## src/rtl/mips_muldiv_unit_if.sv

```systemverilog
// Operand/result bundle between the datapath controller and the iterative
// multiply/divide unit.
interface mips_muldiv_unit_if #(
  parameter int WIDTH = 32
);
  logic             start;
  logic [2:0]       op;
  logic [WIDTH-1:0] a;
  logic [WIDTH-1:0] b;
  logic             busy;
  logic             done;
  logic             div_by_zero;
  logic [WIDTH-1:0] hi;
  logic [WIDTH-1:0] lo;

  modport master (
    output start, op, a, b,
    input  busy, done, div_by_zero, hi, lo
  );

  modport slave (
    input  start, op, a, b,
    output busy, done, div_by_zero, hi, lo
  );
endinterface

```

## src/rtl/mips_muldiv_unit.sv

```systemverilog
// Iterative MIPS MULT/MULTU/DIV/DIVU/MTHI/MTLO unit with HI/LO registers.
// One shift-add or restoring shift-subtract step per clock, then a sign-fix cycle.
module mips_muldiv_unit #(
  parameter int WIDTH = 32
) (
  input  logic               clk,
  input  logic               rst,
  mips_muldiv_unit_if.slave  io_bus
);
  localparam int CNT_W = $clog2(WIDTH + 1);

  typedef enum logic [1:0] {IDLE, RUN, FIX} state_t;

  state_t             r_state;
  state_t             w_nextState;
  logic               w_busy;

  logic [CNT_W-1:0]   r_count;
  logic [WIDTH-1:0]   r_hi;
  logic [WIDTH-1:0]   r_lo;
  logic [WIDTH-1:0]   r_accHi;
  logic [WIDTH-1:0]   r_accLo;
  logic [WIDTH-1:0]   r_opA;
  logic [WIDTH-1:0]   r_opB;
  logic               r_isDiv;
  logic               r_negLo;
  logic               r_negHi;
  logic               r_divZero;
  logic               r_done;
  logic               r_divByZero;

  logic               w_signed;
  logic               w_aNeg;
  logic               w_bNeg;
  logic [WIDTH-1:0]   w_aMag;
  logic [WIDTH-1:0]   w_bMag;

  logic [WIDTH:0]     w_mulSum;
  logic [WIDTH-1:0]   w_mulHiNext;
  logic [WIDTH-1:0]   w_mulLoNext;

  logic [WIDTH:0]     w_shifted;
  logic [WIDTH:0]     w_diff;
  logic               w_ge;
  logic [WIDTH-1:0]   w_divHiNext;
  logic [WIDTH-1:0]   w_divLoNext;

  logic [2*WIDTH-1:0] w_prod;
  logic [2*WIDTH-1:0] w_prodFix;
  logic [WIDTH-1:0]   w_quot;
  logic [WIDTH-1:0]   w_rem;

  // Signed ops iterate on magnitudes; signs are restored in FIX.
  assign w_signed = ~io_bus.op[0];
  assign w_aNeg   = w_signed & io_bus.a[WIDTH-1];
  assign w_bNeg   = w_signed & io_bus.b[WIDTH-1];
  assign w_aMag   = w_aNeg ? -io_bus.a : io_bus.a;
  assign w_bMag   = w_bNeg ? -io_bus.b : io_bus.b;

  assign w_mulSum    = {1'b0, r_accHi} + (r_accLo[0] ? {1'b0, r_opB} : '0);
  assign w_mulHiNext = w_mulSum[WIDTH:1];
  assign w_mulLoNext = {w_mulSum[0], r_accLo[WIDTH-1:1]};

  // The partial remainder is always below the divisor, so the borrow bit
  // of the trial subtraction alone decides the quotient bit.
  assign w_shifted   = {r_accHi, r_accLo[WIDTH-1]};
  assign w_diff      = w_shifted - {1'b0, r_opB};
  assign w_ge        = ~w_diff[WIDTH];
  assign w_divHiNext = w_ge ? w_diff[WIDTH-1:0] : w_shifted[WIDTH-1:0];
  assign w_divLoNext = {r_accLo[WIDTH-2:0], w_ge};

  assign w_prod    = {r_accHi, r_accLo};
  assign w_prodFix = r_negLo ? -w_prod : w_prod;
  assign w_quot    = r_negLo ? -r_accLo : r_accLo;
  assign w_rem     = r_negHi ? -r_accHi : r_accHi;

  always_ff @(posedge clk or posedge rst) begin
    if (rst) r_state <= IDLE;
    else     r_state <= w_nextState;
  end

  always_comb begin
    w_nextState = r_state;
    w_busy      = 1'b0;
    case (r_state)
      IDLE: begin
        if (io_bus.start && !io_bus.op[2]) w_nextState = RUN;
      end
      RUN: begin
        w_busy = 1'b1;
        if (r_count == CNT_W'(WIDTH - 1)) w_nextState = FIX;
      end
      FIX: begin
        w_busy      = 1'b1;
        w_nextState = IDLE;
      end
      default: w_nextState = IDLE;
    endcase
  end

  always_ff @(posedge clk or posedge rst) begin
    if (rst) begin
      r_count     <= '0;
      r_hi        <= '0;
      r_lo        <= '0;
      r_accHi     <= '0;
      r_accLo     <= '0;
      r_opA       <= '0;
      r_opB       <= '0;
      r_isDiv     <= 1'b0;
      r_negLo     <= 1'b0;
      r_negHi     <= 1'b0;
      r_divZero   <= 1'b0;
      r_done      <= 1'b0;
      r_divByZero <= 1'b0;
    end else begin
      r_done      <= 1'b0;
      r_divByZero <= 1'b0;
      case (r_state)
        IDLE: begin
          if (io_bus.start) begin
            case (io_bus.op)
              3'b100: begin
                r_hi   <= io_bus.a;
                r_done <= 1'b1;
              end
              3'b101: begin
                r_lo   <= io_bus.a;
                r_done <= 1'b1;
              end
              3'b000, 3'b001, 3'b010, 3'b011: begin
                r_count   <= '0;
                r_isDiv   <= io_bus.op[1];
                r_opA     <= io_bus.a;
                r_opB     <= w_bMag;
                r_accHi   <= '0;
                r_accLo   <= w_aMag;
                r_negLo   <= w_aNeg ^ w_bNeg;
                r_negHi   <= w_aNeg;
                r_divZero <= io_bus.op[1] && (io_bus.b == '0);
              end
              default: ;
            endcase
          end
        end
        RUN: begin
          r_count <= r_count + 1'b1;
          if (r_isDiv) begin
            r_accHi <= w_divHiNext;
            r_accLo <= w_divLoNext;
          end else begin
            r_accHi <= w_mulHiNext;
            r_accLo <= w_mulLoNext;
          end
        end
        FIX: begin
          r_done <= 1'b1;
          if (!r_isDiv) begin
            {r_hi, r_lo} <= w_prodFix;
          end else if (r_divZero) begin
            r_hi        <= r_opA;
            r_lo        <= '1;
            r_divByZero <= 1'b1;
          end else begin
            r_hi <= w_rem;
            r_lo <= w_quot;
          end
        end
        default: ;
      endcase
    end
  end

  assign io_bus.busy        = w_busy;
  assign io_bus.done        = r_done;
  assign io_bus.div_by_zero = r_divByZero;
  assign io_bus.hi          = r_hi;
  assign io_bus.lo          = r_lo;
endmodule

```

## src/flat_wrapper.sv

```systemverilog
// flat-port wrapper written by rule: the top's interface ports become plain ports
module mips_muldiv_unit_flat 
#(
  parameter int WIDTH = 32
)
  (clk, rst, io_bus_start, io_bus_op, io_bus_a, io_bus_b, io_bus_busy, io_bus_done, io_bus_div_by_zero, io_bus_hi, io_bus_lo);
  mips_muldiv_unit_if #(.WIDTH(WIDTH)) io_bus_i ();
  input  logic clk;
  input  logic rst;
  input wire logic [$bits(io_bus_i.start)-1:0] io_bus_start;
  input wire logic [$bits(io_bus_i.op)-1:0] io_bus_op;
  input wire logic [$bits(io_bus_i.a)-1:0] io_bus_a;
  input wire logic [$bits(io_bus_i.b)-1:0] io_bus_b;
  output wire logic [$bits(io_bus_i.busy)-1:0] io_bus_busy;
  output wire logic [$bits(io_bus_i.done)-1:0] io_bus_done;
  output wire logic [$bits(io_bus_i.div_by_zero)-1:0] io_bus_div_by_zero;
  output wire logic [$bits(io_bus_i.hi)-1:0] io_bus_hi;
  output wire logic [$bits(io_bus_i.lo)-1:0] io_bus_lo;
  assign io_bus_i.start = io_bus_start;
  assign io_bus_i.op = io_bus_op;
  assign io_bus_i.a = io_bus_a;
  assign io_bus_i.b = io_bus_b;
  assign io_bus_busy = io_bus_i.busy;
  assign io_bus_done = io_bus_i.done;
  assign io_bus_div_by_zero = io_bus_i.div_by_zero;
  assign io_bus_hi = io_bus_i.hi;
  assign io_bus_lo = io_bus_i.lo;
  mips_muldiv_unit #(.WIDTH(WIDTH)) u_core (.clk(clk), .rst(rst), .io_bus(io_bus_i));
endmodule
```

## config.mk

```make
export PLATFORM = sky130hd
export DESIGN_NAME = mips_muldiv_unit_flat
export DESIGN_NICKNAME = d
export VERILOG_FILES = /design/src/rtl/mips_muldiv_unit_if.sv /design/src/rtl/mips_muldiv_unit.sv /design/src/flat_wrapper.sv
export SDC_FILE = /design/constraint.sdc
export NUM_CORES = 1
export LEC_CHECK = 0
export CAP_MARGIN = 15
export CORE_AREA = 2 2 122 242
export DETAILED_ROUTE_END_ITERATION = 6
export DIE_AREA = 0 0 124 244
export DONT_BUFFER_PORTS = 1
export PLACE_DENSITY = 0.75
export SLEW_MARGIN = 0
export SYNTH_ARGS = -nofsm -noshare
export SYNTH_HDL_FRONTEND = slang
export SYNTH_SLANG_ARGS = --single-unit
```

## constraint.sdc

```tcl
create_clock -name clk -period 8.9 [get_ports clk]
set_input_delay 1.335 -clock clk [delete_from_list [all_inputs] [get_ports clk]]
set_output_delay 1.335 -clock clk [all_outputs]
set_load 0.01 [all_outputs]
```

# Yosys cells after proc, flatten, opt, wreduce, memory -nomap -nowiden
# Cells that the tools add are included.
# word_totals
register_bits,206
input_bits,70
out_inout_bits,67
wordCells,95
# classes
addsub,8
n_eq_ne,14
n_mux,38
bitwise_logic,5
reduce_logical,16
# ops
cell,n
$mux W32,20
$pmux W32 S2,4
$neg A32 Y32,4
$mux W64,1
$neg A64 Y64,1
$add A32 B33 Y33,1
$sub A33 B32 Y33,1
$logic_not A32 Y1,1
$mux W6,2
$pmux W6 S2,1
$reduce_and A3 Y1,4
$ne A2 B2 Y1 const B,4
$add A6 B1 Y6 const B,1
$eq A3 B2 Y1 const B,2
$eq A3 B3 Y1 const B,2
$eq A6 B5 Y1 const B,1
$mux W1,6
$mux W2,2
$ne A2 B1 Y1 const B,2
$pmux W2 S2,1
$reduce_bool A2 Y1,2
$reduce_or A2 Y1,2
$reduce_or A4 Y1,1
$eq A3 B1 Y1 const B,1
11 further kinds,14

# Logic depth before layout (Yosys ltp)
# Gate-level depths: netlist (run 1).
# logic_depth
word_depth,6
ltp_mapped,14
ltp_nobuf,13

# Worst setup path before layout (run 1)
# OpenSTA, ideal clock, no wires.
# synth_timing
path_kind,in2reg
startpoint,input io_bus_a[2]
endpoint,register u_core.r_accLo[29]
arrival_ns,3.487
required_time_ns,8.774
setup_slack_ns,5.287
path_stages,10
path_cell_list,clkbuf_1 nor4_1 nand3b_1 nand4bb_1 or2_2 nand2b_1 nor2b_1 a31oi_1 xor2_1 a221o_1
# synth_via
elab_chain_cells,5
# synth_rtl
item,line_no,rtl
start: declaration,flat_wrapper.sv:12,input wire logic [$bits(io_bus_i.a)-1:0] io_bus_a;
$neg A32 Y32,mips_muldiv_unit.sv:57,assign w_aMag = w_aNeg ? -io_bus.a : io_bus.a;
$mux W32,mips_muldiv_unit.sv:57,
$mux W32,mips_muldiv_unit.sv:122,case (io_bus.op)
$mux W32,mips_muldiv_unit.sv:121,if (io_bus.start) begin
$pmux W32 S2,mips_muldiv_unit.sv:119,case (r_state)
end signal: assignment,mips_muldiv_unit.sv:137,r_accLo <= w_aMag;
end signal: assignment,mips_muldiv_unit.sv:150,r_accLo <= w_divLoNext;
end signal: assignment,mips_muldiv_unit.sv:153,r_accLo <= w_mulLoNext;
end: declaration,mips_muldiv_unit.sv:22,logic [WIDTH-1:0] r_accLo;
# Every way passes these cells. The select of a mux whose other input is x is not followed.
# A chain may end at the register's enable or synchronous reset.

# Worst setup path after layout (run 1)
# layout_timing
startpoint,register u_core.r_accLo[0]
endpoint,register u_core.r_accHi[27]
# layout_via
elab_chain_cells,4
# layout_rtl
item,line_no,rtl
$mux W32,mips_muldiv_unit.sv:60,"assign w_mulSum = {1'b0, r_accHi} + (r_accLo[0] ? {1'b0, r_opB} : '0);"
$add A32 B33 Y33,mips_muldiv_unit.sv:60,
$mux W32,mips_muldiv_unit.sv:148,if (r_isDiv) begin
$pmux W32 S2,mips_muldiv_unit.sv:119,
end signal: assignment,mips_muldiv_unit.sv:149,r_accHi <= w_divHiNext;
end signal: assignment,mips_muldiv_unit.sv:152,r_accHi <= w_mulHiNext;
end: declaration,mips_muldiv_unit.sv:21,logic [WIDTH-1:0] r_accHi;
# Every way passes these cells.

==> results of run 1 <==
worst max-delay path, stage by stage, from the launching register on:
cell,delay [ns]
dfrtp_1,0.47
inv_1,0.79
nor2_1,0.11
ha_1,0.38
o211ai_1,0.18
a21oi_1,0.08
or4_1,0.58
a211oi_1,0.64
o31ai_1,0.23
a21oi_1,0.46
mux2i_1,0.14
a211oi_1,0.22
o211ai_1,0.11
cells in the final DEF (no fill, tap or decap), types with 9 or more instances in the layout:
cell | netlist | layout
and3_1 | 13 | 13
a31oi_1 | 12 | 12
nor4_1 | 15 | 15
o22ai_1 | 36 | 35
or4_1 | 23 | 23
a211oi_1 | 14 | 14
buf_4 | 0 | 23
o31ai_1 | 32 | 32
o21a_1 | 9 | 9
nand2b_1 | 21 | 21
xnor2_1 | 117 | 117
inv_1 | 65 | 64
o21ai_1 | 28 | 28
o21ai_0 | 225 | 225
a21oi_1 | 163 | 161
xor2_1 | 78 | 78
a22oi_1 | 18 | 18
ha_1 | 72 | 71
clkbuf_16 | 0 | 23
nor3_1 | 30 | 30
nand3_1 | 22 | 22
o211ai_1 | 29 | 29
nor2b_1 | 16 | 16
or3_1 | 26 | 26
o41ai_1 | 20 | 20
mux2i_1 | 57 | 57
nor2_1 | 171 | 168
a21o_1 | 26 | 26
dfrtp_1 | 206 | 203
nand2_1 | 355 | 354
nand4_1 | 12 | 12
where the power goes:
group	internal, W	leakage (nW)	switching, W	total, W
registers	0.00134	2.57	0.000678	0.00202
clock network	0.000599	0.375	0.000421	0.00102
logic	0.00144	4.56	0.00233	0.00377
stage by stage:
| step | setup slack (ns) | instance area, sq um | hold slack, ns | std cells |
|---|---|---|---|---|
| after floorplan | 1.94 | 16800 | 0.440 | 2178 |
| after global placement | 4.57 | 16800 | 0.457 | 2402 |
| after detailed placement | 4.43 | 16800 | 0.463 | 2403 |
| after CTS | 4.42 | 17600 | 0.480 | 2443 |
| after global routing | 4.09 | 17600 | 0.508 | 2443 |
| final | 4.36 | 17600 | 0.482 | 2444 |
worst paths after layout:
kind | end | cells past startpoint | slack [ns]
max | u_core.r_accHi[27] | 12 | 4.36
min | u_core.r_opB[14] | 2 | 0.48
max reg2reg | u_core.r_accHi[27] | 12 | 4.36
min reg2reg | u_core.r_opB[14] | 2 | 0.48
max in group asynchronous | u_core.io_bus.hi[8] | 2 | 6.77
min in group asynchronous | u_core.r_accLo[7] | 1 | 0.73
layer usage:
layer / track usage / routed length, microns / vias up
met2: 0.678 / 29600 / 815
met3: 0.108 / 5150 / 297
met5: 0 / 0 / -
met4: 0.352 / 6370 / 0
li1: - / - / 7489
met1: 0.395 / 19300 / 7815
Yosys cell counts (13+ instances only):
library cell | count | area [sq um]
a22oi_1 | 18 | 135
or3_1 | 26 | 163
o22ai_1 | 36 | 225
nor3_1 | 30 | 150
o21ai_0 | 225 | 1130
and3_1 | 13 | 81.3
o41ai_1 | 20 | 175
clkbuf_1 | 137 | 514
nor2_1 | 171 | 642
inv_1 | 65 | 244
o211ai_1 | 29 | 218
nor4_1 | 15 | 93.8
ha_1 | 72 | 901
o31ai_1 | 32 | 240
dfrtp_1 | 206 | 5150
nand3_1 | 22 | 110
nand2_1 | 355 | 1330
mux2i_1 | 57 | 571
a21o_1 | 26 | 195
xnor2_1 | 117 | 1020
nand2b_1 | 21 | 131
a21oi_1 | 163 | 816
a211oi_1 | 14 | 105
nor2b_1 | 16 | 100
o21ai_1 | 28 | 140
xor2_1 | 78 | 683
or4_1 | 23 | 173
kinds of logic (layout without fill, tap and decap cells):
group,Yosys count,after routing,share of synthesized area
muxes,59,59,0.0354
and+or+nand+nor,750,750,0.205
DFF,206,206,0.308
buffers and inverters,222,131,0.0513
xor gates and xnor gates,195,195,0.102
AOI/OAI and AO/OA,672,672,0.243
other,0,1,0
adders and majority gates,74,74,0.0562
final cells by class:
cell class,instances,area (sq um)
Timing Repair Buffer,24,184
Clock buffer,27,601
Antenna cell,1,2.50
Sequential cell,206,5160
Multi-Input combinational cell,1750,10800
Clock inverter,13,180
Inverter,67,259
Fill cell,2589,10700
Tap cell,356,445
registers in the layout (all words and copies together), names as in the netlist:
name	cells
u_core.io_bus.done	1
u_core.r_divZero	1
u_core.r_state	2
u_core.io_bus.hi	32
u_core.r_negLo	1
u_core.r_accLo	32
u_core.r_opA	32
u_core.r_count	6
u_core.r_accHi	32
u_core.r_isDiv	1
u_core.r_negHi	1
u_core.io_bus.lo	32
u_core.r_opB	32
u_core.io_bus.div_by_zero	1
==> metrics.txt, run 1 <==
FF+latch count, synth=206; Seq/Total Area, Yosys=0.308; gr usage total=0.403; Req. time, crit path=9.32 ns; Post-synth EDFFs=0; final period utilization=0.510; final hold viol count=0; RSZ-0062 raised after global routing=no; port bufs=0; synth unique cells=78; clock sink total=206; Leakage=7.50 nW; Crit Path Class=flop to flop; Post-route DRC=0; Clk pin slew, worst setup/hold paths=0.08 ns; largest net degree at the start of global routing=105; final RePlAce weighted congestion=1.02; Final Setup Violations=0; crit path DAT=4.95 ns; Slew Limit Fails=0; grt total ovfl=0; wire per inst=24.7 microns; number of global-route vias before repair=16,300; CP Launch Type=flop; YS warnings=0; first-pass GRT wire length=92.8 mm; Hold WC Path Type=flop to flop; Mapped Cells=2,178; share of cells above drive strength 1=0.0479; DR iter-0 viols=1,234; Synth Flop Type=dfrtp_1; syn nets=2,322; die area=30,300 sq um; CTS tree=done; Power Density=386 nW/um^2; reg-to-reg startpoint=u_core.r_accLo[0]; area of the mapped netlist=16,800 sq um; Worst Setup SP=u_core.r_accLo[0]; router iterations before antenna repair=6; Async SR Flop Fraction=1.00; CP endpoint kind=flop; Max Root-Sink Buffers=3; utilization after layout=0.623; DR vias/cell=6.72; Die W=124 microns; status=finished, final reports clean; Post-CTS Hold Buffers=0; Slew @ Worst Pin=1.21 ns; Achievable Freq=220 MHz; WL final=60.4 mm; mean post-synth cell area=7.69 sq um; area delta synth->final=5.16%; Starting Density=0.592; antenna-violating nets left=0; HPWL after DPL=43.8 mm; initial antenna violation count=0; fin crit period=4.54 ns; latest clock arrival within the worst-skew pair=0.54 ns; CTS root buffer=clkbuf_16; Cell Rows=87; CTS Buf Count=22; Worst Hold Launch=u_core.r_opB[14]; Fin Setup TNS=0 ns; Peak VDD IR=349 uV; clk_skew=0.0257 ns; Slew headroom=0.184; Total Power=0.00681 W; Max-cap violations=0; Nets=2,215; I/O pins=137; H-tree levels=1; Crit Path Max Fanout=32; vias=16,400; post-cts resize count=0; core footprint=28,300 sq um; height of the die=244 microns; setup repair bufs after CTS=0
Note: power is estimated with default switching activity, not from simulation.
==> run 2, diff against run 1 <==
Settings changed: CORE_AREA 2 2 122 242 to 2 2 123 244, DIE_AREA 0 0 124 244 to 0 0 125 246, PLACE_DENSITY 0.75 to 0.76.
Clock period 8.9 ns to 3.9 ns, I/O delays scaled along.
==> run 2 against run 1 <==
  * The flow now finishes with violations (DRC)
  * Register-to-register slack lost 4.1 ns
  * Highest routed layer unchanged
  * Clock-buffer cell count grew 1
  * Critical path type unchanged
  * Cell area grew 2.4%
==> metrics.txt, run 2 (same netlist as run 1, synthesis figures left out) <==
violated checks=DRC; area delta synth->final=7.65%; crit path DAT=4.08 ns (-0.87 ns); core footprint=28,800 sq um (+1.9%); grt total ovfl=0 (unchanged); Crit path buffers/inverters=6 (+5); share of cells above drive strength 1=0.0745 (+0.0265); Power Density=873 nW/um^2 (+130%); HPWL after DPL=46.1 mm (+5.2%); final period utilization=0.938 (+0.429); setup repair bufs after CTS=0 (unchanged); Starting Density=0.581 (-0.0112); port bufs=0 (unchanged); internal power=0.00783 W (+130%); height of the die=246 microns (+0.82%); Max Root-Sink Buffers=3 (unchanged); Crit Path Class=flop to flop; clk_skew=0.0273 ns (+0.00159 ns); CTS root buffer=clkbuf_16; H-tree levels=1 (unchanged); CP Launch Type=flop; fin crit period=3.66 ns (-0.876 ns); Slew Limit Fails=0 (unchanged); Req. time, crit path=4.32 ns (-5.00 ns); Sw Pwr=0.00792 W (+130%); Achievable Freq=273 MHz (+24%); Slew headroom=0.169 (-0.0151); number of global-route vias before repair=17,000 (+4.5%); Slew @ Worst Pin=1.24 ns (+0.0309 ns); most common cell after layout, fill and taps aside=nand2_1; most frequent CP cell=buf_4; antenna-violating nets left=0 (unchanged); clock sink total=206 (unchanged); router iterations before antenna repair=7 (+1); Clk pin slew, worst setup/hold paths=0.07 ns (about the same); Cell Rows=88 (+1.1%); switch share=0.503 (-0.00103); DR iter-0 viols=1,473 (+19%); vias=16,800 (+2.1%); Nets=2,278 (+2.8%); latest clock arrival within the worst-skew pair=0.55 ns (about the same); fillers=2,608 (+0.73%); most frequent cells in the layout=354 x nand2_1, 225 x o21ai_0, 203 x dfrtp_1; clock power share=0.135 (-0.015); Comb pwr share=0.589 (+0.036); Crit Path Max Fanout=20 (-38%); Fin Setup TNS=0 ns (unchanged); CTS Buf Count=22 (unchanged); status=complete, but fails checks; wire per inst=24.2 microns (-2.1%); DR vias/cell=6.68 (-0.51%); initial antenna violation count=0 (unchanged); Reg power frac=0.276 (-0.021); WL final=60.7 mm (+0.55%); CP endpoint kind=flop; Die W=125 microns (+0.81%); I/O pins=137 (unchanged); final hold viol count=0 (unchanged); Worst path max stage delay=0.49 ns (-0.30 ns); first-pass GRT wire length=94.4 mm (+1.7%); final RePlAce weighted congestion=0.996 (-2.0%); worst-path cell chain=inv_1 -> buf_4 -> buf_4 -> nor2_1 -> ha_1 -> o21ai_0 -> o21a_1 -> o21ai_0 -> a211oi_1 -> buf_4 -> nor4_1 -> buf_4 -> nor3_2 -> buf_4 -> xnor2_1 -> a22oi_1 -> o211ai_1; gr usage total=0.389 (-0.0135); Leakage=7.78 nW (+3.7%); RSZ-0062 raised after global routing=no; CTS tree=done; Hold WC Path Type=primary input to asynchronous set/reset pin; Post-route DRC=1 (+1); die area=30,800 sq um (+1.6%); utilization after layout=0.625 (+0.00267); Final Setup Violations=0 (unchanged); CP top delay family=buffers and inverters; slowest cell on the critical path=dfrtp_1; diode count=0 (-1); Max-cap violations=0 (unchanged); largest net degree at the start of global routing=108 (+2.9%); Peak VDD IR=626 uV (+79%)
run 2: changes by cell type in the layout (fill, tap and decap cells not counted), moves of 2 or more:
cell / change
bufinv_16: -3
buf_4: +61
clkbuf_1: +2
buf_12: +3
run 2: worst register-to-register path: stages, from the launching register on:
cell	delay [ns]
dfrtp_1	0.49
inv_1	0.24
buf_4	0.20
buf_4	0.26
nor2_1	0.07
ha_1	0.35
o21ai_0	0.14
o21a_1	0.21
o21ai_0	0.17
a211oi_1	0.07
buf_4	0.17
nor4_1	0.27
buf_4	0.18
nor3_2	0.06
buf_4	0.16
xnor2_1	0.15
a22oi_1	0.23
o211ai_1	0.12
run 2: final timing paths:
| path | start | end | slack (ns) | cells after the start |
|---|---|---|---|---|
| max | u_core.r_accLo[0] | u_core.r_accHi[21] | 0.24 | 17 |
| max in group asynchronous | rst | u_core.r_accHi[22] | 2.80 | 2 |
| min in group clk | io_bus_a[5] | u_core.r_opA[5] | 0.14 | 2 |
| min | rst | u_core.io_bus.lo[0] | 0.03 | 1 |
| max reg2reg | u_core.r_accLo[0] | u_core.r_accHi[21] | 0.24 | 17 |
| min reg2reg | u_core.r_opB[16] | u_core.r_opB[16] | 0.48 | 2 |
run 2: metal layers:
layer  track usage  routed length, microns  part of all wire  vias to the layer above
li1              -                       -                 -                     7630
met1         0.371                   19500              0.32                     7989
met2         0.694                   30300              0.50                      803
met3        0.0641                    3940             0.065                      344
met4         0.377                    7020              0.12                        0
met5             0                       0                 0                        -
run 2: layout make-up:
type / count / area (sq um) / share of cell area
Clock inverter: 11 / 95.1 / 0.00527
Sequential cell: 206 / 5160 / 0.286
Tap cell: 360 / 450 / 0.0250
Clock buffer: 28 / 594 / 0.0330
Multi-Input combinational cell: 1750 / 10800 / 0.598
Inverter: 67 / 255 / 0.0142
Timing Repair Buffer: 87 / 691 / 0.0383
run 2: through the flow:
| step | total power (W) | setup slack, ns | hold WS [ns] | cell area, sq um | instances |
|---|---|---|---|---|---|
| after floorplan | 0.0105 | 0.503 | 0.440 | 16800 | 2178 |
| after global placement | 0.0132 | 0.277 | 0.458 | 17300 | 2470 |
| after detailed placement | 0.0133 | 0.243 | 0.462 | 17300 | 2470 |
| after CTS | 0.0155 | 0.234 | 0.0508 | 18000 | 2509 |
| after global routing | 0.0167 | 0.0209 | 0.102 | 18000 | 2509 |
| final | 0.0157 | 0.241 | 0.0300 | 18000 | 2509 |
run 2: what timing repair did:
item                                    CTS  global route
hold buffers                              0             0
endpoints found under the setup margin    0             3
gates resized for setup                   0             2
run 2: power groups by stage:
stage	logic, W	registers (W)	clock network [W]
finish	0.00927	0.00434	0.00213
global route	0.0101	0.00443	0.00220
CTS	0.00905	0.00430	0.00214
detailed placement	0.00901	0.00433	0
global placement	0.00885	0.00430	0
floorplan	0.00673	0.00380	0
==> run 3, diff against run 2 <==
--- a/config.mk
+++ b/config.mk
@@ -7,9 +7,9 @@
 export LEC_CHECK = 0
 export CAP_MARGIN = 15
-export CORE_AREA = 2 2 123 244
+export CORE_AREA = 2 2 133 264
 export DETAILED_ROUTE_END_ITERATION = 6
-export DIE_AREA = 0 0 125 246
+export DIE_AREA = 0 0 135 266
 export DONT_BUFFER_PORTS = 1
-export PLACE_DENSITY = 0.76
+export PLACE_DENSITY = 0.67
 export SLEW_MARGIN = 0
 export SYNTH_ARGS = -nofsm -noshare
==> constraint.sdc (replaced) <==
create_clock -name clk -period 3.9 [get_ports clk]
set_input_delay 0.39 -clock clk [delete_from_list [all_inputs] [get_ports clk]]
set_output_delay 0.39 -clock clk [all_outputs]
set_load 0.01 [all_outputs]
==> run 3 against run 2 <==
  * Cell area is 1.7% higher
  * Core utilization shrank 8.7 points
  * First-iteration DRC count is 16% lower
  * Critical path type unchanged
  * The flow now finishes without violations
  * Critical path depth fell by 5
  * Worst setup slack worse by 0.076 ns
  * Critical endpoint is now u_core.r_accHi[30]
  * Hold slack got worse by 0.012 ns
  * Largest cell class unchanged
==> metrics.txt, run 3 (same netlist as run 1, synthesis figures left out) <==
status=finished, final reports clean; gr usage total=0.362 (-0.0271); diode count=0 (unchanged); first-pass GRT wire length=98.6 mm (+4.5%); wire per inst=25.1 microns (+3.8%); final worst setup slack=0.165 ns (-0.0755 ns); Slew headroom=0.205 (+0.0358); Peak VDD IR=546 uV (-13%); number of global-route vias before repair=16,700 (-2.0%); largest net degree at the start of global routing=86 (-20%); Hold WS=0.0181 ns (-0.0119 ns); WL final=65.5 mm (+7.9%); port bufs=0 (unchanged); Final Setup Violations=0 (unchanged); Reg-to-Reg End=u_core.r_accHi[30]; Hold WC Path Type=primary input to flop; die area=35,900 sq um (+17%); Achievable Freq=268 MHz (-2.0%); Clk pin slew, worst setup/hold paths=0.08 ns (about the same); CP Launch Type=flop; Starting Density=0.491 (-0.0896); hold endpoint=u_core.r_isDiv; Crit Path Class=flop to flop; CP endpoint kind=flop; Nets=2,299 (+0.92%); Sequential cell area=5160 sq um (unchanged); reg-to-reg startpoint=u_core.r_accLo[0]; RSZ-0062 raised after global routing=no; most frequent cells in the layout=354 x nand2_1, 225 x o21ai_0, 203 x dfrtp_1; final hold viol count=0 (unchanged); Max Root-Sink Buffers=3 (unchanged); CTS root buffer=clkbuf_16; DR vias/cell=6.33 (-5.3%); crit path DAT=4.14 ns (+0.06 ns); router iterations before antenna repair=6 (-1); worst slack, placed=0.117 ns (-0.126 ns); antenna-violating nets left=0 (unchanged); core footprint=34,100 sq um (+18%); I/O pins=137 (unchanged); Slew @ Worst Pin=1.19 ns (-0.0516 ns); Post-route DRC=0 (-1); height of the die=266 microns (+8.1%); Leakage=7.85 nW (+0.89%); R2R Setup Slk=0.17 ns (-0.08 ns); Die W=135 microns (+8.0%); Max-cap violations=0 (unchanged); utilization after layout=0.538 (-0.0874); grt total ovfl=0 (unchanged); Fin Setup TNS=0 ns (unchanged); latest clock arrival within the worst-skew pair=0.53 ns (-0.02 ns); clock sink total=206 (unchanged); final period utilization=0.958 (+0.0194); Slew Limit Fails=0 (unchanged); Cell Rows=96 (+9.1%); Worst Reg-to-Reg Cells=12 (-5); fillers=3,307 (+27%); area occupied by multi-input gates=10,800 sq um (about the same); most common cell after layout, fill and taps aside=nand2_1; Crit Path Max Fanout=9 (-55%); Power Density=857 nW/um^2 (-1.9%); clk_skew=0.0214 ns (-0.00583 ns); vias=16,500 (-1.5%); CTS tree=done; final RePlAce weighted congestion=0.994 (-0.21%); DR iter-0 viols=1,240 (-16%); fin crit period=3.73 ns (+0.0755 ns); initial antenna violation count=1 (+1); Req. time, crit path=4.31 ns (about the same); CTS Buf Count=21 (-4.5%); share of cells above drive strength 1=0.0701 (-0.00434); area delta synth->final=9.51%; hold path cells=2; Worst Hold Launch=io_bus_op[1]; H-tree levels=1 (unchanged); HPWL after DPL=48.7 mm (+5.6%)
==> run 3: changes by cell type in the layout (fill, tap and decap cells not counted), sizes merged <==
| cell | delta |
|---|---|
| buf | -10 |
| bufinv | -1 |
| clkbuf | +3 |
| clkinv | -1 |
| clkinvlp | -1 |
| dlygate4sd3 | +31 |
| inv | -2 |
==> run 3: stage by stage <==
stage	cell area, sq um	total power (W)	instances
final	18300	0.0157	2609
after global routing	18300	0.0167	2609
after CTS	18300	0.0155	2606
after detailed placement	17400	0.0134	2539
after global placement	17400	0.0133	2539
after floorplan	16800	0.0105	2178
==> run 3: how the worst max path moves through the flow <==
stage	from	endpoint	slack (ns)
2_1_floorplan	u_core.r_accLo[0]	u_core.r_accHi[25]	0.50
3_3_place_gp	u_core.r_accLo[0]	u_core.r_accHi[28]	0.21
3_5_place_dp	u_core.r_accLo[0]	u_core.r_accHi[30]	0.12
4_1_cts	u_core.r_accLo[0]	u_core.r_accHi[30]	0.08
5_1_grt	u_core.r_accLo[0]	u_core.r_accHi[28]	0.009
6_report	u_core.r_accLo[0]	u_core.r_accHi[30]	0.17
==> run 3: metal layers <==
metal,vias to the layer above,routed length (microns),global-route usage
met3,296,4070,0.0738
met2,720,32900,0.646
met1,7836,21000,0.337
met5,-,18,0
met4,2,7500,0.338
li1,7660,-,-
==> run 3: layout make-up <==
| class | count | area share |
|---|---|---|
| multi-input cells | 1750 | 0.588 |
| flip-flops and latches | 206 | 0.281 |
| repair buffers | 109 | 0.0509 |
| clock buffers | 30 | 0.0332 |
| well taps | 441 | 0.0301 |
| inverters | 67 | 0.0141 |
| clock inverters | 6 | 0.00198 |
==> run 3: worst max-delay path, stage by stage (launching register included) <==
cell,delay [ns]
dfrtp_1,0.56
clkinvlp_4,0.28
nor2_1,0.21
ha_1,0.29
o21ai_0,0.22
o21ai_0,0.14
a221o_1,0.43
a21oi_2,0.40
o211a_1,0.26
o31ai_1,0.11
a221oi_1,0.36
mux2i_1,0.24
o211ai_1,0.11
==> run 3: what timing repair did <==
item | in CTS | in global routing
hold buffers | 31 | 0
endpoints found under the hold margin | 51 | 0
setup buffers | 0 | 2
resized for setup | 0 | 4
setup endpoints to repair | 0 | 7
==> run 3: where the power goes <==
| group | total (W) | internal, W | switching [W] |
|---|---|---|---|
| Clock | 0.00202 | 0.00109 | 0.000932 |
| Combinational | 0.00935 | 0.00356 | 0.00579 |
| Sequential | 0.00435 | 0.00307 | 0.00128 |
